===== src/rtl/wb_port_arbiter_if.sv =====
// Write-back request, scoreboard query and register-file write bundle
// shared between the write-back requesters and wb_port_arbiter.
interface wb_port_arbiter_if #(
    parameter int ADDR_W = 5,
    parameter int DATA_W = 64
);
    logic              a_valid;
    logic              a_ready;
    logic [ADDR_W-1:0] a_rd;
    logic [DATA_W-1:0] a_data;

    logic              b_valid;
    logic              b_ready;
    logic [ADDR_W-1:0] b_rd;
    logic [DATA_W-1:0] b_data;

    logic              issue_valid;
    logic [ADDR_W-1:0] issue_rd;
    logic [ADDR_W-1:0] rs1_addr;
    logic [ADDR_W-1:0] rs2_addr;
    logic              rs1_busy;
    logic              rs2_busy;

    logic              Wen;
    logic [ADDR_W-1:0] Rd_addr;
    logic [DATA_W-1:0] write_data;

    modport master (
        output a_valid, a_rd, a_data,
        output b_valid, b_rd, b_data,
        output issue_valid, issue_rd,
        output rs1_addr, rs2_addr,
        input  a_ready, b_ready,
        input  rs1_busy, rs2_busy,
        input  Wen, Rd_addr, write_data
    );

    modport slave (
        input  a_valid, a_rd, a_data,
        input  b_valid, b_rd, b_data,
        input  issue_valid, issue_rd,
        input  rs1_addr, rs2_addr,
        output a_ready, b_ready,
        output rs1_busy, rs2_busy,
        output Wen, Rd_addr, write_data
    );
endinterface


===== src/rtl/wb_port_arbiter.sv =====
// Two-port write-back arbiter with registered register-file write
// and per-register pending-write scoreboard.
module wb_port_arbiter #(
    parameter int ADDR_W = 5,
    parameter int DATA_W = 64
) (
    input  logic              clk,
    input  logic              rst,
    wb_port_arbiter_if.slave  bus
);
    localparam int NREG = 1 << ADDR_W;
    localparam logic [NREG-1:0] X0_MASK = ~{{(NREG-1){1'b0}}, 1'b1};

    logic              r_prio_a;
    logic              r_wen;
    logic [ADDR_W-1:0] r_rd;
    logic [DATA_W-1:0] r_data;
    logic [NREG-1:0]   r_busy;

    logic              w_prio_a_nxt;
    logic              w_wen_nxt;
    logic [ADDR_W-1:0] w_rd_nxt;
    logic [DATA_W-1:0] w_data_nxt;
    logic [NREG-1:0]   w_busy_nxt;
    logic [NREG-1:0]   w_set;
    logic [NREG-1:0]   w_clr;

    logic w_a_ready;
    logic w_b_ready;
    logic w_a_fire;
    logic w_b_fire;
    logic w_contend;

    assign w_a_ready = !(bus.b_valid && !r_prio_a);
    assign w_b_ready = !(bus.a_valid && r_prio_a);
    assign w_a_fire  = bus.a_valid && w_a_ready;
    assign w_b_fire  = bus.b_valid && w_b_ready;
    assign w_contend = bus.a_valid && bus.b_valid;

    // Contention hands priority to whichever side just lost.
    always_comb begin
        w_prio_a_nxt = r_prio_a;
        if (w_contend) begin
            w_prio_a_nxt = !r_prio_a;
        end
    end

    always_comb begin
        w_wen_nxt  = 1'b0;
        w_rd_nxt   = r_rd;
        w_data_nxt = r_data;
        if (w_a_fire) begin
            w_wen_nxt  = (bus.a_rd != '0);
            w_rd_nxt   = bus.a_rd;
            w_data_nxt = bus.a_data;
        end else if (w_b_fire) begin
            w_wen_nxt  = (bus.b_rd != '0);
            w_rd_nxt   = bus.b_rd;
            w_data_nxt = bus.b_data;
        end
    end

    // Set is applied after clear so a re-issue keeps the register busy.
    always_comb begin
        w_set = '0;
        w_clr = '0;
        if (bus.issue_valid) begin
            w_set[bus.issue_rd] = 1'b1;
        end
        if (r_wen) begin
            w_clr[r_rd] = 1'b1;
        end
        w_busy_nxt = ((r_busy & ~w_clr) | w_set) & X0_MASK;
    end

    always_ff @(posedge clk or posedge rst) begin
        if (rst) begin
            r_prio_a <= 1'b1;
            r_wen    <= 1'b0;
            r_rd     <= '0;
            r_data   <= '0;
            r_busy   <= '0;
        end else begin
            r_prio_a <= w_prio_a_nxt;
            r_wen    <= w_wen_nxt;
            r_rd     <= w_rd_nxt;
            r_data   <= w_data_nxt;
            r_busy   <= w_busy_nxt;
        end
    end

    assign bus.a_ready    = w_a_ready;
    assign bus.b_ready    = w_b_ready;
    assign bus.Wen        = r_wen;
    assign bus.Rd_addr    = r_rd;
    assign bus.write_data = r_data;
    assign bus.rs1_busy   = r_busy[bus.rs1_addr];
    assign bus.rs2_busy   = r_busy[bus.rs2_addr];
endmodule


===== src/flat_wrapper.sv =====
// flat-port wrapper written by rule: the top's interface ports become plain ports
module wb_port_arbiter_flat 
#(
    parameter int ADDR_W = 5,
    parameter int DATA_W = 64
)
  (clk, rst, bus_a_valid, bus_a_rd, bus_a_data, bus_b_valid, bus_b_rd, bus_b_data, bus_issue_valid, bus_issue_rd, bus_rs1_addr, bus_rs2_addr, bus_a_ready, bus_b_ready, bus_rs1_busy, bus_rs2_busy, bus_Wen, bus_Rd_addr, bus_write_data);
  wb_port_arbiter_if #(.ADDR_W(ADDR_W), .DATA_W(DATA_W)) bus_i ();
  input  logic clk;
  input  logic rst;
  input wire logic [$bits(bus_i.a_valid)-1:0] bus_a_valid;
  input wire logic [$bits(bus_i.a_rd)-1:0] bus_a_rd;
  input wire logic [$bits(bus_i.a_data)-1:0] bus_a_data;
  input wire logic [$bits(bus_i.b_valid)-1:0] bus_b_valid;
  input wire logic [$bits(bus_i.b_rd)-1:0] bus_b_rd;
  input wire logic [$bits(bus_i.b_data)-1:0] bus_b_data;
  input wire logic [$bits(bus_i.issue_valid)-1:0] bus_issue_valid;
  input wire logic [$bits(bus_i.issue_rd)-1:0] bus_issue_rd;
  input wire logic [$bits(bus_i.rs1_addr)-1:0] bus_rs1_addr;
  input wire logic [$bits(bus_i.rs2_addr)-1:0] bus_rs2_addr;
  output wire logic [$bits(bus_i.a_ready)-1:0] bus_a_ready;
  output wire logic [$bits(bus_i.b_ready)-1:0] bus_b_ready;
  output wire logic [$bits(bus_i.rs1_busy)-1:0] bus_rs1_busy;
  output wire logic [$bits(bus_i.rs2_busy)-1:0] bus_rs2_busy;
  output wire logic [$bits(bus_i.Wen)-1:0] bus_Wen;
  output wire logic [$bits(bus_i.Rd_addr)-1:0] bus_Rd_addr;
  output wire logic [$bits(bus_i.write_data)-1:0] bus_write_data;
  assign bus_i.a_valid = bus_a_valid;
  assign bus_i.a_rd = bus_a_rd;
  assign bus_i.a_data = bus_a_data;
  assign bus_i.b_valid = bus_b_valid;
  assign bus_i.b_rd = bus_b_rd;
  assign bus_i.b_data = bus_b_data;
  assign bus_i.issue_valid = bus_issue_valid;
  assign bus_i.issue_rd = bus_issue_rd;
  assign bus_i.rs1_addr = bus_rs1_addr;
  assign bus_i.rs2_addr = bus_rs2_addr;
  assign bus_a_ready = bus_i.a_ready;
  assign bus_b_ready = bus_i.b_ready;
  assign bus_rs1_busy = bus_i.rs1_busy;
  assign bus_rs2_busy = bus_i.rs2_busy;
  assign bus_Wen = bus_i.Wen;
  assign bus_Rd_addr = bus_i.Rd_addr;
  assign bus_write_data = bus_i.write_data;
  wb_port_arbiter #(.ADDR_W(ADDR_W), .DATA_W(DATA_W)) u_core (.clk(clk), .rst(rst), .bus(bus_i));
endmodule

===== config.mk =====
export PLATFORM = sky130hd
export DESIGN_NAME = wb_port_arbiter_flat
export DESIGN_NICKNAME = d
export VERILOG_FILES = /design/src/rtl/wb_port_arbiter_if.sv /design/src/rtl/wb_port_arbiter.sv /design/src/flat_wrapper.sv
export SDC_FILE = /design/constraint.sdc
export NUM_CORES = 1
export LEC_CHECK = 0
export ABC_AREA = 0
export CAP_MARGIN = 30
export CORE_ASPECT_RATIO = 0.75
export CORE_MARGIN = 2
export CORE_UTILIZATION = 30
export DETAILED_ROUTE_END_ITERATION = 8
export GPL_TIMING_DRIVEN = 0
export SLEW_MARGIN = 10
export SYNTH_ARGS = -nofsm -noshare
export SYNTH_HDL_FRONTEND = slang
export SYNTH_SLANG_ARGS = --single-unit
export TNS_END_PERCENT = 100

===== constraint.sdc =====
create_clock -name clk -period 5.4 [get_ports clk]
set_clock_uncertainty 0.2 [all_clocks]
set_input_delay 1.35 -clock clk [delete_from_list [all_inputs] [get_ports clk]]
set_output_delay 1.35 -clock clk [all_outputs]
set_load 0.05 [all_outputs]

==> results of run 1 <==
## state kept, by name, summed over array words and instances, names as in the netlist
| register | cells |
|---|---|
| u_core.bus.Rd_addr | 5 |
| u_core.bus.write_data | 64 |
| u_core.r_busy | 31 |
| u_core.r_prio_a | 1 |
| u_core.bus.Wen | 1 |
## power groups by stage
stage | sequential (mW) | clock (mW) | combinational, mW
after global placement | 1.16 | 0 | 1.37
after detailed placement | 1.17 | 0 | 1.39
final | 1.17 | 0.663 | 1.39
after global routing | 1.19 | 0.711 | 1.48
after floorplan | 1.52 | 0 | 0.466
after CTS | 1.16 | 0.678 | 1.40
## final cells by class
cell class	count	area, µm²	share of cell area (%)
well taps	210	263	3.41
inverters	3	13.8	0.179
flip-flops and latches	102	2550	33.1
clock buffers	10	239	3.10
repair buffers	228	2300	29.9
multi-input cells	382	2150	27.9
clock inverters	6	61.3	0.796
plain buffers	32	126	1.64
## worst paths after layout
kind | startpoint | end
min reg2reg | u_core.r_prio_a | u_core.r_prio_a
min in group asynchronous | rst | u_core.bus.write_data[7]
min | u_core.r_prio_a | u_core.r_prio_a
max reg2reg | u_core.r_prio_a | u_core.bus.write_data[59]
max | bus_rs2_addr[2] | bus_rs2_busy
max in group asynchronous | rst | u_core.r_prio_a
## worst max-delay path, delay by kind of cell
| kind | cells | cell delay (ns) |
|---|---|---|
| and+or+nand+nor | 2 | 0.21 |
| muxes | 1 | 0.12 |
| AOI/OAI and AO/OA | 1 | 0.21 |
| buffers and inverters | 3 | 1.63 |
## stage by stage
step / util [%] / setup slack (ns) / instances
after floorplan: - / 1.11 / 519
after global placement: 46.3 / -0.306 / 956
after detailed placement: 46.5 / 0.330 / 957
after CTS: 48.4 / 0.324 / 973
after global routing: 48.4 / 0.228 / 973
final: 48.4 / 0.319 / 973
## synthesized netlist by cell type
library cell	instances	area, µm²
a21oi_1	6	30.0
dfstp_2	1	26.3
nand3_1	12	60.1
clkbuf_1	26	97.6
or3_1	2	12.5
or3b_2	4	35.0
nand2_1	10	37.5
inv_1	3	11.3
nand2b_1	5	31.3
mux4_2	6	135
nor2_1	148	556
a211oi_1	2	15.0
o211ai_1	2	15.0
nor2b_1	4	25.0
o22ai_1	70	438
buf_1	1	3.75
nand3b_1	10	75.1
dfrtp_1	101	2530
buf_2	5	25.0
nand4_1	2	12.5
or4_1	2	15.0
o21ai_0	62	310
mux2i_1	18	180
xnor2_1	1	8.76
a22oi_1	4	30.0
or2_2	1	6.26
mux2_2	9	101
o2111ai_1	2	17.5
## logic make-up (layout without fill, tap and decap cells)
kind of cell              Yosys count  in the layout  synth area share, %
AOI/OAI and AO/OA                 148            148                 17.7
buffers and inverters              35            279                 2.84
DFF                               102            102                 52.8
muxes                              33             33                 8.61
and+or+nand+nor                   200            200                 17.9
xor gates and xnor gates            1              1                0.181
## routing by layer
| layer | wire, µm | vias to the layer above | global-route usage (%) | share of wire (%) |
|---|---|---|---|---|
| met4 | 221 | 0 | 4.86 | 1.2 |
| met1 | 7530 | 2343 | 27.1 | 42 |
| met2 | 8680 | 192 | 36.2 | 49 |
| met3 | 1310 | 19 | 6.24 | 7.4 |
| met5 | 0 | - | 0 | 0 |
| li1 | - | 2338 | - | - |
## cells in the final DEF (no fill, tap or decap), types with 9 or more instances in the layout
cell type and n:
nand3_1 12, clkbuf_16 9, o22ai_1 70, dfrtp_1 101, mux2_2 9, clkdlybuf4s50_1 227
nand3b_1 10, o21ai_0 62, nand2_1 10, nor2_1 148, mux2i_1 18, clkbuf_1 26
==> run metrics, run 1 <==
outcome finished, final reports clean; Setup-failing EPs final 0; largest net degree at the start of global routing 54; CP max stage cell clkdlybuf4s50_1; Critical Path Source Type primary input; Setup CP Type in -> out; vias in the first global route 5116; Combinational Power Share 43.2%; Setup TNS Final 0 ns; drt first pass iters 4; Clk pwr share 20.6%; Period Utilization, post-route 94.1%; Sw Share 41.1%; worst slew pin tran 0.660 ns; Clk pin slew, worst setup/hold paths 0.07 ns; FF-to-FF path depth 5; CTS-repair resized insts 0; Finished Cell Area 0.00770 mm²; Worst VDD drop 189 µV; Power Total 3.22 mW; CP Max Fanout 10; Mapped Area 0.00484 mm²; Die Area 0.0172 mm²; initial antenna violation count 0; Reg power frac 36.2%; Syn Nets 677; Yosys Warn Count 0; Placer Congestion 0.824; Worst-Skew Late Latency 0.35 ns; flop2flop setup slack 3.33 ns; grt total ovfl 0; post-route ant nets 0; Max Cap Violations 0; # fillers 1499; worst hold margin 0.308 ns; Synth Register Bits 102; share of cells above drive strength 1 5.77%; Hold Vio Cnt, Final 0; slowest stage delay, CP 0.81 ns; Final Net Count 916; Vias/cell 5.03; CTS Buf Count 9; first-pass GRT wire length 27700 µm; Tmin final 5.08 ns; Cell variety after synth 28; Mean Syn Cell Area 9.32 µm²; wire per inst 18.2 µm; Initial Utilization 30.4%; area grow syn2layout 59.2%; PwrDens 418 mW/mm²; All-Layer GR Usage 21.3%; htree depth 3; Core ar. 0.0159 mm²; LEAKAGE 3.00 nW; DRT iter0 DRCs 263; setup repair bufs after CTS 0; hold path cells 1; switching pwr 1.32 mW; CP required 3.85 ns; DP Area 0.00740 mm²; root buffer selected by CTS clkbuf_16; Hold Path Class reg -> reg; Port Buffers 227; CP Cell Sequence clkdlybuf4s50_1 -> buf_2 -> mux2i_1 -> a22oi_1 -> nand3_1 -> nand4_1 -> clkdlybuf4s50_1; Cell Int Power 1.89 mW; Die Ht 114 µm; Rel. slew slack 56.0%; I/O pin total 232; # diodes 0; CTS sink count 102; total wire length 17700 µm; setup repair after global routing missed its margin no; cell repeated most along the worst path clkdlybuf4s50_1; Crit. End Element output port; via count 4892; DP HPWL 13800 µm; CP arrival 3.53 ns; hold_buf cts 0; Post-route DRC 0; fmax 197 MHz; Die W 151 µm; CTS tree done; Row Count 40; sequential share of the synthesized area 52.8%; synthesized netlist cell count 519; clk buf depth 2; final slew viol count 0
Power figures use the tool's default switching activity.
==> inputs of run 2 (changes only) <==
- SLEW_MARGIN: 10 -> 0
==> results of run 2 <==
Same layout as run 1: the final DEF is identical, and so are final timing and power.
==> inputs of run 3 (changes only) <==
- CTS_CLUSTER_DIAMETER: not set -> 60
- PLACE_DENSITY_LB_ADDON: not set -> 0.25
==> run 3 against run 2 <==
  * First-iteration DRC count increased by 19%
  * Final area increased by 0.11%
  * Sequential share of layout area about the same
  * Die area unchanged
  * Critical endpoint unchanged
==> run metrics, run 3 (synthesis results as in run 1) <==
Final Net Count 916 (unchanged); wire per inst 17.7 µm (was 18.2 µm); Power Total 3.20 mW (was 3.22 mW); CP max stage cell clkdlybuf4s50_1 (unchanged); Hold Path Class reg -> reg (unchanged); Setup-failing EPs final 0 (unchanged); I/O pin total 232 (unchanged); share of cells above drive strength 1 5.77% (unchanged); CP arrival 3.55 ns (was 3.53 ns); Finished Layout Cells 973 (unchanged); max FFs per register 64 (unchanged); slowest stage delay, CP 0.81 ns (about the same); via count 4909 (was 4892); hold_buf cts 0 (unchanged); CTS-repair resized insts 0 (unchanged); Hold Vio Cnt, Final 0 (unchanged); grt total ovfl 0 (unchanged); # diodes 0 (unchanged); setup repair after global routing missed its margin no (unchanged); initial antenna violation count 0 (unchanged); drt first pass iters 5 (was 4); Period Utilization, post-route 94.5% (was 94.1%); CTS tree done (unchanged); placed insts 957 (unchanged); first-pass GRT wire length 27200 µm (was 27700 µm); pre-CTS WS 0.326 ns (was 0.330 ns); post-route setup slack 0.299 ns (was 0.319 ns); Rel. slew slack 58.7% (was 56.0%); All-Layer GR Usage 20.6% (was 21.3%); post-route ant nets 0 (unchanged); CP required 3.85 ns (about the same); DP HPWL 13200 µm (was 13800 µm); CTS Buf Count 9 (unchanged); Vias/cell 5.05 (was 5.03); Max Cap Violations 0 (unchanged); Clk pin slew, worst setup/hold paths 0.06 ns (was 0.07 ns); Worst VDD drop 203 µV (was 189 µV); Die Ht 114 µm (unchanged); flop2flop setup slack 3.31 ns (was 3.33 ns); CTS sink count 102 (unchanged); fmax 196 MHz (was 197 MHz); outcome finished, final reports clean (unchanged); hold path startpoint u_core.bus.write_data[36] (was u_core.r_prio_a); Initial Utilization 30.4% (unchanged); Post-route DRC 0 (unchanged); Die W 151 µm (unchanged); Setup TNS Final 0 ns (unchanged); cell repeated most along the worst path clkdlybuf4s50_1 (unchanged); commonest non-fill, non-tap cell in the layout clkdlybuf4s50_1 (unchanged); setup repair bufs after CTS 0 (unchanged); PwrDens 415 mW/mm² (was 418 mW/mm²); area grow syn2layout 59.4% (was 59.2%); most frequent cells in the layout 227 x clkdlybuf4s50_1, 148 x nor2_1, 101 x dfrtp_1, 70 x o22ai_1, 62 x o21ai_0 (unchanged); CP Max Fanout 10 (unchanged); Row Count 40 (unchanged); DP Area 0.00740 mm² (unchanged); largest net degree at the start of global routing 76 (was 54); Core ar. 0.0159 mm² (unchanged); final slew viol count 0 (unchanged); Crit. End Element output port (unchanged); vias in the first global route 5158 (was 5116); Port Buffers 227 (unchanged); RR Startpoint u_core.r_prio_a (unchanged); root buffer selected by CTS clkbuf_16 (unchanged); Setup CP Type in -> out (unchanged); Placer Congestion 0.846 (was 0.824); DRT iter0 DRCs 312 (was 263); htree depth 3 (unchanged); clk buf depth 2 (unchanged); Die Area 0.0172 mm² (unchanged); CP Cell Sequence clkdlybuf4s50_1 -> buf_2 -> mux2i_1 -> a22oi_1 -> nand3_1 -> nand4_1 -> clkdlybuf4s50_1 (unchanged); LEAKAGE 3.00 nW (about the same); Tmin final 5.10 ns (was 5.08 ns); CP Launch Point bus_rs2_addr[2] (unchanged); Critical Path Source Type primary input (unchanged); total wire length 17200 µm (was 17700 µm); worst slew pin tran 0.619 ns (was 0.660 ns); Worst-Skew Late Latency 0.35 ns (about the same); Finished Cell Area 0.00771 mm² (was 0.00770 mm²)
[run 3: cell types whose count changed in the layout (fill, tap and decap cells not counted), sizes merged]
cell    before  now
clkinv       4    2
clkbuf      36   37
inv          3    4
[run 3: path summary, 6_finish.rpt]
check                                            end  cells after the start
max in group asynchronous            u_core.r_prio_a                      3
max                                     bus_rs2_busy                      7
min                        u_core.bus.write_data[36]                      2
min in group asynchronous   u_core.bus.write_data[7]                      2
min reg2reg                u_core.bus.write_data[36]                      2
max reg2reg                u_core.bus.write_data[60]                      5
[run 3: where the power goes]
| part | internal (mW) | total, mW | switching (mW) | leakage [nW] |
|---|---|---|---|---|
| registers | 0.997 | 1.16 | 0.165 | 1.14 |
| logic | 0.528 | 1.38 | 0.851 | 1.71 |
| clock network | 0.384 | 0.663 | 0.279 | 0.152 |
[run 3: cell type report]
class	instances	area (µm²)
fill	1485	8200
sequential	102	2550
timing repair buffer	228	2300
multi-input combinational	382	2150
tap	210	263
clock buffer	11	253
buffer	32	126
clock inverter	5	56.3
inverter	3	13.8
[run 3: critical path: cells and delay by family]
family          cells  cell delay (ns)
compound gates      1             0.21
buf+inv             3             1.65
mux                 1             0.13
simple gates        2             0.22
[run 3: through the flow]
| step | utilization, % | hold WS (ns) |
|---|---|---|
| finish | 48.5 | 0.307 |
| global route | 48.5 | 0.329 |
| CTS | 48.5 | 0.309 |
| detailed placement | 46.5 | 0.292 |
| global placement | 46.3 | 0.291 |
| floorplan | - | 0.274 |
[run 3: layer usage]
metal  track usage, %  part of all wire [%]  vias to the layer above
li1                 -                     -                     2331
met2             34.4                    49                      188
met3             6.16                   6.1                       32
met4             6.85                   2.6                        0
met5                0                     0                        -
met1             25.7                    43                     2358
